$ cat src/rtl/pipeline_hazard_ctrl.sv
// pipeline_hazard_ctrl: stall/flush and forwarding control for the 5-stage RV32I
// pipeline, with post-reset init flush and timed data-memory wait sequencing.
// Optional build macro: HAZARD_PERF_CNT_EN enables the stall/flush perf counters.
//
// state      | meaning
// -----------+----------------------------------------------------------------
// S_INIT     | post-reset flush: hold PC, bubble ID and EX for INIT_CYCLES clocks
// S_RUN      | normal issue: branch flush, load-use stall, memory freeze entry
// S_MEM_WAIT | data memory busy: whole pipe frozen until ready, drop or timeout
module pipeline_hazard_ctrl #(
  parameter int INIT_CYCLES = 2,
  parameter int TIMEOUT     = 200,
  parameter int TIMEOUT_W   = 8
) (
  input  logic        clk,
  input  logic        reset,
  input  logic [4:0]  rs1_idx_d,
  input  logic [4:0]  rs2_idx_d,
  input  logic [4:0]  rs1_idx_e,
  input  logic [4:0]  rs2_idx_e,
  input  logic [4:0]  rd_idx_e,
  input  logic        MemRead_e,
  input  logic        pc_src_e,
  input  logic        RegWrite_m,
  input  logic [4:0]  rd_idx_m,
  input  logic        RegWrite_w,
  input  logic [4:0]  rd_idx_w,
  input  logic        dmem_req_m,
  input  logic        dmem_ready,
  output logic        StallF,
  output logic        StallD,
  output logic        FlushD,
  output logic        FlushE,
  output logic        StallE,
  output logic        StallM,
  output logic        FlushW,
  output logic [1:0]  ForwardAE,
  output logic [1:0]  ForwardBE,
  output logic        mem_err,
  output logic [31:0] perf_stall_cnt,
  output logic [31:0] perf_flush_cnt
);

  typedef enum logic [1:0] {S_INIT, S_RUN, S_MEM_WAIT} state_t;

  state_t               r_state;
  state_t               w_state_nxt;
  logic [3:0]           r_init_cnt;
  logic [TIMEOUT_W-1:0] r_wait_cnt;
  logic [TIMEOUT_W-1:0] w_wait_nxt;
  logic                 w_mem_stall;
  logic                 w_load_use;
  logic                 w_timeout;

  assign w_mem_stall = dmem_req_m && !dmem_ready;
  assign w_load_use  = MemRead_e && (rd_idx_e != 5'd0) &&
                       ((rd_idx_e == rs1_idx_d) || (rd_idx_e == rs2_idx_d));
  assign w_timeout   = (r_wait_cnt >= TIMEOUT_W'(TIMEOUT));

  // EX operand forwarding, MEM result takes priority over WB
  always_comb begin
    ForwardAE = 2'b00;
    ForwardBE = 2'b00;
    if (RegWrite_m && (rd_idx_m != 5'd0) && (rd_idx_m == rs1_idx_e))
      ForwardAE = 2'b10;
    else if (RegWrite_w && (rd_idx_w != 5'd0) && (rd_idx_w == rs1_idx_e))
      ForwardAE = 2'b01;
    if (RegWrite_m && (rd_idx_m != 5'd0) && (rd_idx_m == rs2_idx_e))
      ForwardBE = 2'b10;
    else if (RegWrite_w && (rd_idx_w != 5'd0) && (rd_idx_w == rs2_idx_e))
      ForwardBE = 2'b01;
  end

  // Stall/flush decode and next-state selection
  always_comb begin
    StallF      = 1'b0;
    StallD      = 1'b0;
    FlushD      = 1'b0;
    FlushE      = 1'b0;
    StallE      = 1'b0;
    StallM      = 1'b0;
    FlushW      = 1'b0;
    mem_err     = 1'b0;
    w_state_nxt = r_state;
    w_wait_nxt  = r_wait_cnt;
    case (r_state)
      S_INIT: begin
        StallF = 1'b1;
        FlushD = 1'b1;
        FlushE = 1'b1;
        if (r_init_cnt == 4'd0) w_state_nxt = S_RUN;
      end
      S_RUN, S_MEM_WAIT: begin
        if (r_state == S_MEM_WAIT && !dmem_ready && w_timeout) begin
          // abandoned access: release everything, kill the stale writeback
          mem_err     = 1'b1;
          FlushW      = 1'b1;
          w_state_nxt = S_RUN;
        end else if (w_mem_stall) begin
          StallF = 1'b1;
          StallD = 1'b1;
          StallE = 1'b1;
          StallM = 1'b1;
          FlushW = 1'b1;
          if (r_state == S_RUN) begin
            w_state_nxt = S_MEM_WAIT;
            w_wait_nxt  = TIMEOUT_W'(1);
          end else begin
            w_wait_nxt  = r_wait_cnt + TIMEOUT_W'(1);
          end
        end else begin
          // ready, request dropped, or no access: normal issue rules
          w_state_nxt = S_RUN;
          if (pc_src_e) begin
            FlushD = 1'b1;
            FlushE = 1'b1;
          end else if (w_load_use) begin
            StallF = 1'b1;
            StallD = 1'b1;
            FlushE = 1'b1;
          end
        end
      end
      default: w_state_nxt = S_INIT;
    endcase
  end

  // State, init countdown and memory wait counter
  always_ff @(posedge clk or negedge reset) begin
    if (!reset) begin
      r_state    <= S_INIT;
      r_init_cnt <= 4'(INIT_CYCLES - 1);
      r_wait_cnt <= '0;
    end else begin
      r_state    <= w_state_nxt;
      r_wait_cnt <= w_wait_nxt;
      if (r_state == S_INIT && r_init_cnt != 4'd0)
        r_init_cnt <= r_init_cnt - 4'd1;
    end
  end

`ifdef HAZARD_PERF_CNT_EN
  logic [31:0] r_perf_stall_cnt;
  logic [31:0] r_perf_flush_cnt;

  // Performance counters, init flush cycles are not counted
  always_ff @(posedge clk or negedge reset) begin
    if (!reset) begin
      r_perf_stall_cnt <= 32'd0;
      r_perf_flush_cnt <= 32'd0;
    end else if (r_state != S_INIT) begin
      if (StallF) r_perf_stall_cnt <= r_perf_stall_cnt + 32'd1;
      if (FlushE) r_perf_flush_cnt <= r_perf_flush_cnt + 32'd1;
    end
  end

  assign perf_stall_cnt = r_perf_stall_cnt;
  assign perf_flush_cnt = r_perf_flush_cnt;
`else
  assign perf_stall_cnt = 32'd0;
  assign perf_flush_cnt = 32'd0;
`endif

endmodule

$ cat config.mk
export PLATFORM = sky130hd
export DESIGN_NAME = pipeline_hazard_ctrl
export DESIGN_NICKNAME = d
export VERILOG_FILES = /design/src/rtl/pipeline_hazard_ctrl.sv
export SDC_FILE = /design/constraint.sdc
export NUM_CORES = 1
export LEC_CHECK = 0
export CELL_PAD_IN_SITES_DETAIL_PLACEMENT = 0
export CELL_PAD_IN_SITES_GLOBAL_PLACEMENT = 1
export CORE_MARGIN = 10
export CORE_UTILIZATION = 25
export DETAILED_ROUTE_END_ITERATION = 10
export GPL_TIMING_DRIVEN = 1
export HOLD_SLACK_MARGIN = 0.06
export PLACE_DENSITY_LB_ADDON = 0.3
export SYNTH_ARGS = -nofsm -noshare
export SYNTH_HDL_FRONTEND = slang
export SYNTH_SLANG_ARGS = --single-unit
$ cat constraint.sdc
create_clock -name clk -period 2.1 [get_ports clk]
set_input_delay 0.525 -clock clk [delete_from_list [all_inputs] [get_ports clk]]
set_output_delay 0.525 -clock clk [all_outputs]
set_load 0.01 [all_outputs]
## Word-level counts from Yosys, hierarchy flattened

Cells that the tools add are included.

- Memories kept: 0
- ROM bits: 0
- Flip-flop bits (word level): 14
- Bits in writable memories: 0
- Output and inout port bits: 76
- Latch bits: 0
- Logic and storage cells: 71

- Add/sub/neg operators: 2
- Eq/ne operators: 10
- Shift-type cells: 0
- Bitwise logic cells: 1
- Order comparisons: 1
- Muxes and demuxes: 31
- Multipliers: 0
- Reductions and logical operators: 23
- Divide/modulo/power cells: 0

Operator list:

| cell | count |
|---|---|
| $eq A5 B5 Y1 | 6 |
| $mux W1 | 20 |
| $reduce_bool A5 Y1 | 3 |
| $logic_and A1 B1 Y1 | 12 |
| $mux W2 | 6 |
| $add A8 B1 Y8 const B | 1 |
| $ge A8 B8 Y1 const B | 1 |
| $mux W8 | 1 |
| $pmux W1 S2 | 3 |
| $logic_not A4 Y1 | 1 |
| $ne A4 B4 Y1 const B | 1 |
| $pmux W2 S2 | 1 |
| $reduce_bool A4 Y1 | 1 |
| $sub A4 B1 Y4 const B | 1 |
| $reduce_and A3 Y1 | 1 |
| $eq A2 B1 Y1 const B | 1 |
| $eq A2 B2 Y1 const B | 1 |
| $logic_not A2 Y1 | 1 |
| $ne A2 B2 Y1 const B | 1 |
| $reduce_and A2 Y1 | 1 |
| $reduce_or A2 Y1 | 1 |
| $logic_not A1 Y1 | 1 |
| $logic_or A1 B1 Y1 | 1 |
| $not A1 Y1 | 1 |

## Logic depth before layout (Yosys ltp)

Gate-level depths: netlist of run 1.

- Depth after elaboration: 8
- Mapped depth: 7
- Mapped depth without buffers: 6

## Worst setup path before layout of run 1

No wires, ideal clock.

- Path type: input-to-output
- From: input port rd_idx_m[1]
- To: output port ForwardAE[0]
- Slack: -0.077 ns
- Arrival time: 1.652 ns
- Cell stages on the path: 4
- Required time: 1.575 ns
- Path through: or4_4 > o21ai_2 > nor4_1 > nor4_2

- Longest elaborated chain between the ends: 4

RTL lines:

| element | RTL line | text |
|---|---|---|
| start, declared | 25 | `input logic [4:0] rd_idx_m,` |
| $reduce_bool A5 Y1 | 64 | `if (RegWrite_m && (rd_idx_m != 5'd0) && (rd_idx_m == rs1_idx_e))` |
| $logic_and A1 B1 Y1 | 64 |  |
| $logic_and A1 B1 Y1 * | 64 |  |
| $mux W2 * | 64 |  |
| end, declared | 37 | `output logic [1:0] ForwardAE,` |

Every way passes the cells marked *; elsewhere a longest branch is shown, timed or not.

## Final worst setup path of run 1

- From: input port rd_idx_m[3]
- To: output port ForwardBE[0]

- Longest elaborated chain between the ends: 4

RTL lines:

| element | RTL line | text |
|---|---|---|
| $reduce_bool A5 Y1 | 68 | `if (RegWrite_m && (rd_idx_m != 5'd0) && (rd_idx_m == rs2_idx_e))` |
| $logic_and A1 B1 Y1 | 68 |  |
| $logic_and A1 B1 Y1 * | 68 |  |
| $mux W2 * | 68 |  |
| end, declared | 38 | `output logic [1:0] ForwardBE,` |

Marks and branches as above.

==> flow_summary.yaml, run 1 <==
grt:
  grt.total_usage_pct: 8.81
  grt_pass1_wl_um: 8340
  grt_max_degree: 15
  overflow: 0
  top_usage_layer: "met2"
  met3_usage_pct: 3.23
  antenna_found_initial: 0
  grt_pass1_vias: 1803
  global_route.usage.met2_pct: 16.0
  met1_usage_pct: 9.25
power_and_ir_drop:
  ir_worst_vdd_mv: 0.234
  power.leakage_uw: 0.00149
  p_per_area_mw_per_mm2: 611
  finalPower_uw: 1780
floorplan:
  rows: 31
  num_io_pins: 119
  core-area_sq_mm: 0.00718
  die_w_um: 105
  start_util_pct: 25.4
  die_y_um: 105
  die_area_sq_mm: 0.0111
timing:
  slew_headroom_pct: 57.4
  finalHoldViolations: 0
  drv_slew: 0
  min_period_ns: 2.42
  fin_worst_skew_ns: 0.00192
  fin_ws_ns: -0.319
  worst_pin_slew_ns: 0.634
  setup_violations: 13
  post-route-period-util_pct: 115
  tns_ns: -2.24
  max_freq_ghz: 0.413
  rsz0062_at_grt: "yes"
clock_tree:
  cts_sinks: 14
  clk_pin_slew_worst_paths_ns: 0.06
  cts_buffers: 3
  root_buffer: "clkbuf_8"
  clock_latency_ns: 0.25
  cts.path.max_buffers: 2
  h-tree-depth: 1
  cts_tree: "done"
  hold_buffers: 0
setup_path:
  reg2reg_depth: 9
  critical-path-slowest-cell: "or4_4"
  cp_cell_sequence: "buf_6, or4_4, o21ai_4, buf_6, nor4_4, nor4_4, buf_2"
  required_ns: 1.57
  crit_path_max_incr_delay_ns: 0.53
  r2r_slack_ns: 0
  cp-end-kind: "output pin"
  cp_max_fo: 2
  cp-start-kind: "primary input"
  path_delay_family: "simple AND/OR/NAND/NOR gates"
  critPathBufInv: 3
  reg2reg_from: "r_state[1]$_DFFE_PN0P_"
  arrival_ns: 1.89
  rr_endpoint: "r_wait_cnt[7]$_DFFE_PN0P_"
  timing_worst_setup_path_type: "in2out"
finish:
  fin_nets: 376
  area_growth_pct: 59.5
  layout-drive-gt1-share_pct: 41.4
  final_cell_mix: "conb_1, buf_4, xor2_1"
  antenna_cells: 0
  multi_input_area_sq_mm: 0.00147
  final_common_cell: "conb_1"
  fillerInstances: 736
  regArea_sq_um: 353
  final_cells: 423
  fin_area_sq_mm: 0.00291
detailed_routing:
  first_pass_iters: 4
  wire_per_inst_um: 12.4
  drc: 0
  via_per_inst: 3.85
  vias: 1630
  drtIter0Drc: 49
  routed_wl_um: 5230
  final_antenna_net_count: 0
logic_synthesis:
  synth_top_area_cell: "buf_4"
  ys_seq_elements: 14
  postSynthCellCount: 219
  netlist_area_sq_mm: 0.00182
  postSynthAreaPerCell_sq_um: 8.33
  synth_top_area_share_pct: 26.7
  synth_area_leaders: "buf_4, dfrtp_1, xor2_1"
  ys_warn_count: 0
  synth-seq-area-share_pct: 19.3
  ys_types: 43
flow_run:
  max_cap_viol_count: 0
placed_design:
  place.gp.congestion: 0.752
  place_inst: 407
  place_worst_setup_slack_ns: -1.07
  portBuffers: 54
  post_dp_cell_area_sq_mm: 0.00252
  dpl.hpwl_um: 4350
outcome:
  outcome: "finished with violations"
  violations: "negative setup slack"
worst_hold_path:
  holdPathStages: 1
  min_from: "r_init_cnt[0]$_DFFE_PN1P_"
  worstHoldPathType: "reg2reg"
  hold_end: "r_init_cnt[0]$_DFFE_PN1P_"
power breakdown:
part	total [uW]	internal (uW)	switching [uW]
Sequential	369	322	47.1
Clock	271	166	105
Combinational	1140	569	570
Total	1780	1060	722
registers in the layout (all words and copies together), names as in the netlist:
| signal | count |
|---|---|
| r_wait_cnt | 8 |
| r_state | 2 |
| r_init_cnt | 4 |
stage by stage:
step / util [%] / hold slack [ns]
after floorplan: - / 0.229
after global placement: 35.1 / 0.483
after detailed placement: 35.1 / 0.496
after CTS: 38.1 / 0.506
after global routing: 40.6 / 0.514
final: 40.6 / 0.502
routing by layer:
metal / vias to the layer above / share of wire, %
li1: 819 / -
met3: 4 / 8.5
met5: - / 0
met2: 65 / 52
met1: 742 / 39
met4: 0 / 1.1
cell type report:
| type | instances | area share [%] |
|---|---|---|
| multi-input combinational | 190 | 50.4 |
| sequential | 14 | 12.1 |
| clock buffer | 4 | 1.89 |
| tap | 99 | 4.26 |
| inverter | 11 | 1.59 |
| timing repair buffer | 105 | 29.8 |
worst max path at each step:
stage                                 from            to  slack (ns)  depth (start not counted)
floorplan                      rd_idx_w[2]  ForwardAE[0]        0.01                          4
global placement               rd_idx_w[4]  ForwardAE[0]       -1.06                          6
detailed placement             rd_idx_w[4]  ForwardBE[0]       -1.07                          6
CTS                 r_state[1]$_DFFE_PN0P_        StallF       -0.35                          6
global route                   rd_idx_m[3]  ForwardBE[0]       -0.39                          7
finish                         rd_idx_m[3]  ForwardBE[0]       -0.32                          7
kinds of logic (layout without fill, tap and decap cells):
| kind of cell | count (synthesis) | in the layout | synth area share [%] |
|---|---|---|---|
| DFF | 14 | 14 | 19.3 |
| adders and majority gates | 8 | 8 | 5.49 |
| other | 1 | 64 | 0.206 |
| AOI/OAI and AO/OA | 35 | 35 | 12.6 |
| and+or+nand+nor | 49 | 49 | 16.5 |
| muxes | 2 | 2 | 1.10 |
| buffers and inverters | 78 | 120 | 29.5 |
| xor gates and xnor gates | 32 | 32 | 15.4 |
Yosys cell counts (all sizes together):
cell type	instances
nor2b	2
o211a	1
conb	1
o211ai	1
o31ai	4
nand2b	6
or3	1
ha	8
o21ai	19
nand3	4
nand3b	1
or4	5
xnor2	7
a22oi	1
a41oi	1
a21oi	2
and3	2
and2	1
nor3	4
mux2i	2
inv	11
nor2	8
dfrtp	13
or3b	1
a31oi	2
nand4b	1
nand2	7
dfstp	1
o311ai	1
nor4	5
xor2	25
clkbuf	1
o21a	1
o41ai	1
or2	1
o22ai	1
buf	66
repair_timing:
action / in CTS / in global routing
buffers inserted: 8 / 6
pin swaps: 30 / 25
resized for setup: 145 / 58
endpoints found under the setup margin: 12 / 17
(Power assumes the default switching activity.)
==> run 2: changes to the inputs <==
HOLD_SLACK_MARGIN = default   (was 0.06)
==> results of run 2 <==
The final DEF is identical to that of run 1; final timing and power are the same.
==> run 3: changes to the inputs <==
MAX_ROUTING_LAYER = met4   (was default)
==> flow_summary.yaml, run 3 (synthesis results as in run 1) <==
outcome:
  outcome: "finished with violations"
  violations: "negative setup slack"
power_and_ir_drop:
  p_switching_uw: 723
  finalPower_uw: 1780
  p_int_uw: 1060
  switching_share_pct: 40.6
  ir_worst_vdd_mv: 0.234
  p_per_area_mw_per_mm2: 611
  pwr-share-seq_pct: 20.7
  p_comb_share_pct: 64.1
  clkPwrFrac_pct: 15.2
  power.leakage_uw: 0.00149
timing:
  post-route-period-util_pct: 115
  whs_ns: 0.502
  slew_headroom_pct: 57.4
  min_period_ns: 2.42
  worst_pin_slew_ns: 0.634
  drv_slew: 0
  max_freq_ghz: 0.413
  fin_ws_ns: -0.319
  tns_ns: -2.26
  fin_worst_skew_ns: 0.00100
  setup_violations: 13
  finalHoldViolations: 0
  rsz0062_at_grt: "yes"
placed_design:
  place_inst: 407
  dpl.hpwl_um: 4350
  place.gp.congestion: 0.761
  portBuffers: 54
detailed_routing:
  first_pass_iters: 4
  routed_wl_um: 5240
  vias: 1644
  drc: 0
  via_per_inst: 3.89
  wire_per_inst_um: 12.4
  drtIter0Drc: 59
  final_antenna_net_count: 0
clock_tree:
  cts_tree: "done"
  hold_buffers: 0
  cts_buffers: 3
  root_buffer: "clkbuf_8"
  clk_pin_slew_worst_paths_ns: 0.06
  cts.path.max_buffers: 2
  cts_sinks: 14
  h-tree-depth: 1
  clock_latency_ns: 0.25
setup_path:
  rr_endpoint: "r_wait_cnt[7]$_DFFE_PN0P_"
  cp-start-kind: "primary input"
  cp_cell_sequence: "buf_6, or4_4, o21ai_4, buf_6, nor4_4, nor4_4, buf_2"
  required_ns: 1.57
  timing_worst_setup_path_type: "in2out"
  cp-end-kind: "output pin"
  crit_start: "rd_idx_m[3]"
  critPathBufInv: 3
  path_delay_family: "simple AND/OR/NAND/NOR gates"
  r2r_slack_ns: 0
  reg2reg_from: "r_state[1]$_DFFE_PN0P_"
  cp_max_fo: 2
  critical-path-slowest-cell: "or4_4"
  crit_path_max_incr_delay_ns: 0.53
  crit_end: "ForwardBE[0]"
  arrival_ns: 1.89
  cp_num_cells: 7
  reg2reg_depth: 9
floorplan:
  die_y_um: 105
  start_util_pct: 25.4
  num_io_pins: 119
  rows: 31
  core-area_sq_mm: 0.00718
  die_area_sq_mm: 0.0111
  die_w_um: 105
grt:
  grt_pass1_wl_um: 8300
  grt_pass1_vias: 1804
  grt.total_usage_pct: 9.07
  grt_max_degree: 15
  overflow: 0
  antenna_found_initial: 0
finish:
  antenna_cells: 0
  largest_reg_flops: 8
  area_growth_pct: 59.5
  layout-drive-gt1-share_pct: 41.4
  final_cells: 423
  top_register: "r_wait_cnt"
  final_common_cell: "conb_1"
  fin_nets: 376
  utilization_pct: 40.6
  reg_top3: "r_wait_cnt (8), r_init_cnt (4), r_state (2)"
  final_cell_mix: "conb_1, buf_4, xor2_1"
flow_run:
  max_cap_viol_count: 0
worst_hold_path:
  worstHoldPathType: "reg2reg"
run 3: cell counts in the layout (fill, tap and decap cells not counted):
No cell type changed its count.
run 3: area by class of cell:
class                   instances  area [sq um]
well taps                      99           124
repair buffers                105           866
fillers                       736          4270
inverters                      11          46.3
clock buffers                   4          55.1
multi-input cells             190          1470
flip-flops and latches         14           353
run 3: stage by stage:
stage | setup WS, ns | cell area, sq um
after floorplan | 0.0134 | 2060
after global placement | -1.06 | 2520
after detailed placement | -1.07 | 2520
after CTS | -0.349 | 2730
after global routing | -0.388 | 2910
final | -0.319 | 2910
run 3: metal layers:
metal	part of all wire [%]	track usage, %	up-vias
met5	0	-	-
li1	-	-	821
met3	6.2	1.95	4
met2	51	15.9	70
met4	1.1	2.65	0
met1	42	10.1	749
run 3: worst min path at each step:
stage / from / endpoint / cells after the start
2_1_floorplan: reset / r_init_cnt[1]$_DFFE_PN0P_ / 0
3_3_place_gp: r_init_cnt[3]$_DFFE_PN0P_ / r_init_cnt[3]$_DFFE_PN0P_ / 1
3_5_place_dp: r_init_cnt[3]$_DFFE_PN0P_ / r_init_cnt[3]$_DFFE_PN0P_ / 1
4_1_cts: r_init_cnt[3]$_DFFE_PN0P_ / r_init_cnt[3]$_DFFE_PN0P_ / 1
5_1_grt: r_init_cnt[0]$_DFFE_PN1P_ / r_init_cnt[0]$_DFFE_PN1P_ / 1
6_report: r_init_cnt[0]$_DFFE_PN1P_ / r_init_cnt[0]$_DFFE_PN1P_ / 1
run 3: repair_timing:
| item | in CTS | in global routing |
|---|---|---|
| setup endpoints to repair | 12 | 17 |
| resized for setup | 145 | 58 |
| buffers inserted | 8 | 6 |
| pin swaps | 30 | 25 |
run 3: power groups by stage:
stage | Sequential (uW) | Clock (uW) | Combinational (uW)
after floorplan | 370 | 0 | 573
final | 369 | 270 | 1140
after CTS | 369 | 277 | 1030
after detailed placement | 368 | 0 | 964
after global placement | 369 | 0 | 962
after global routing | 379 | 286 | 1260
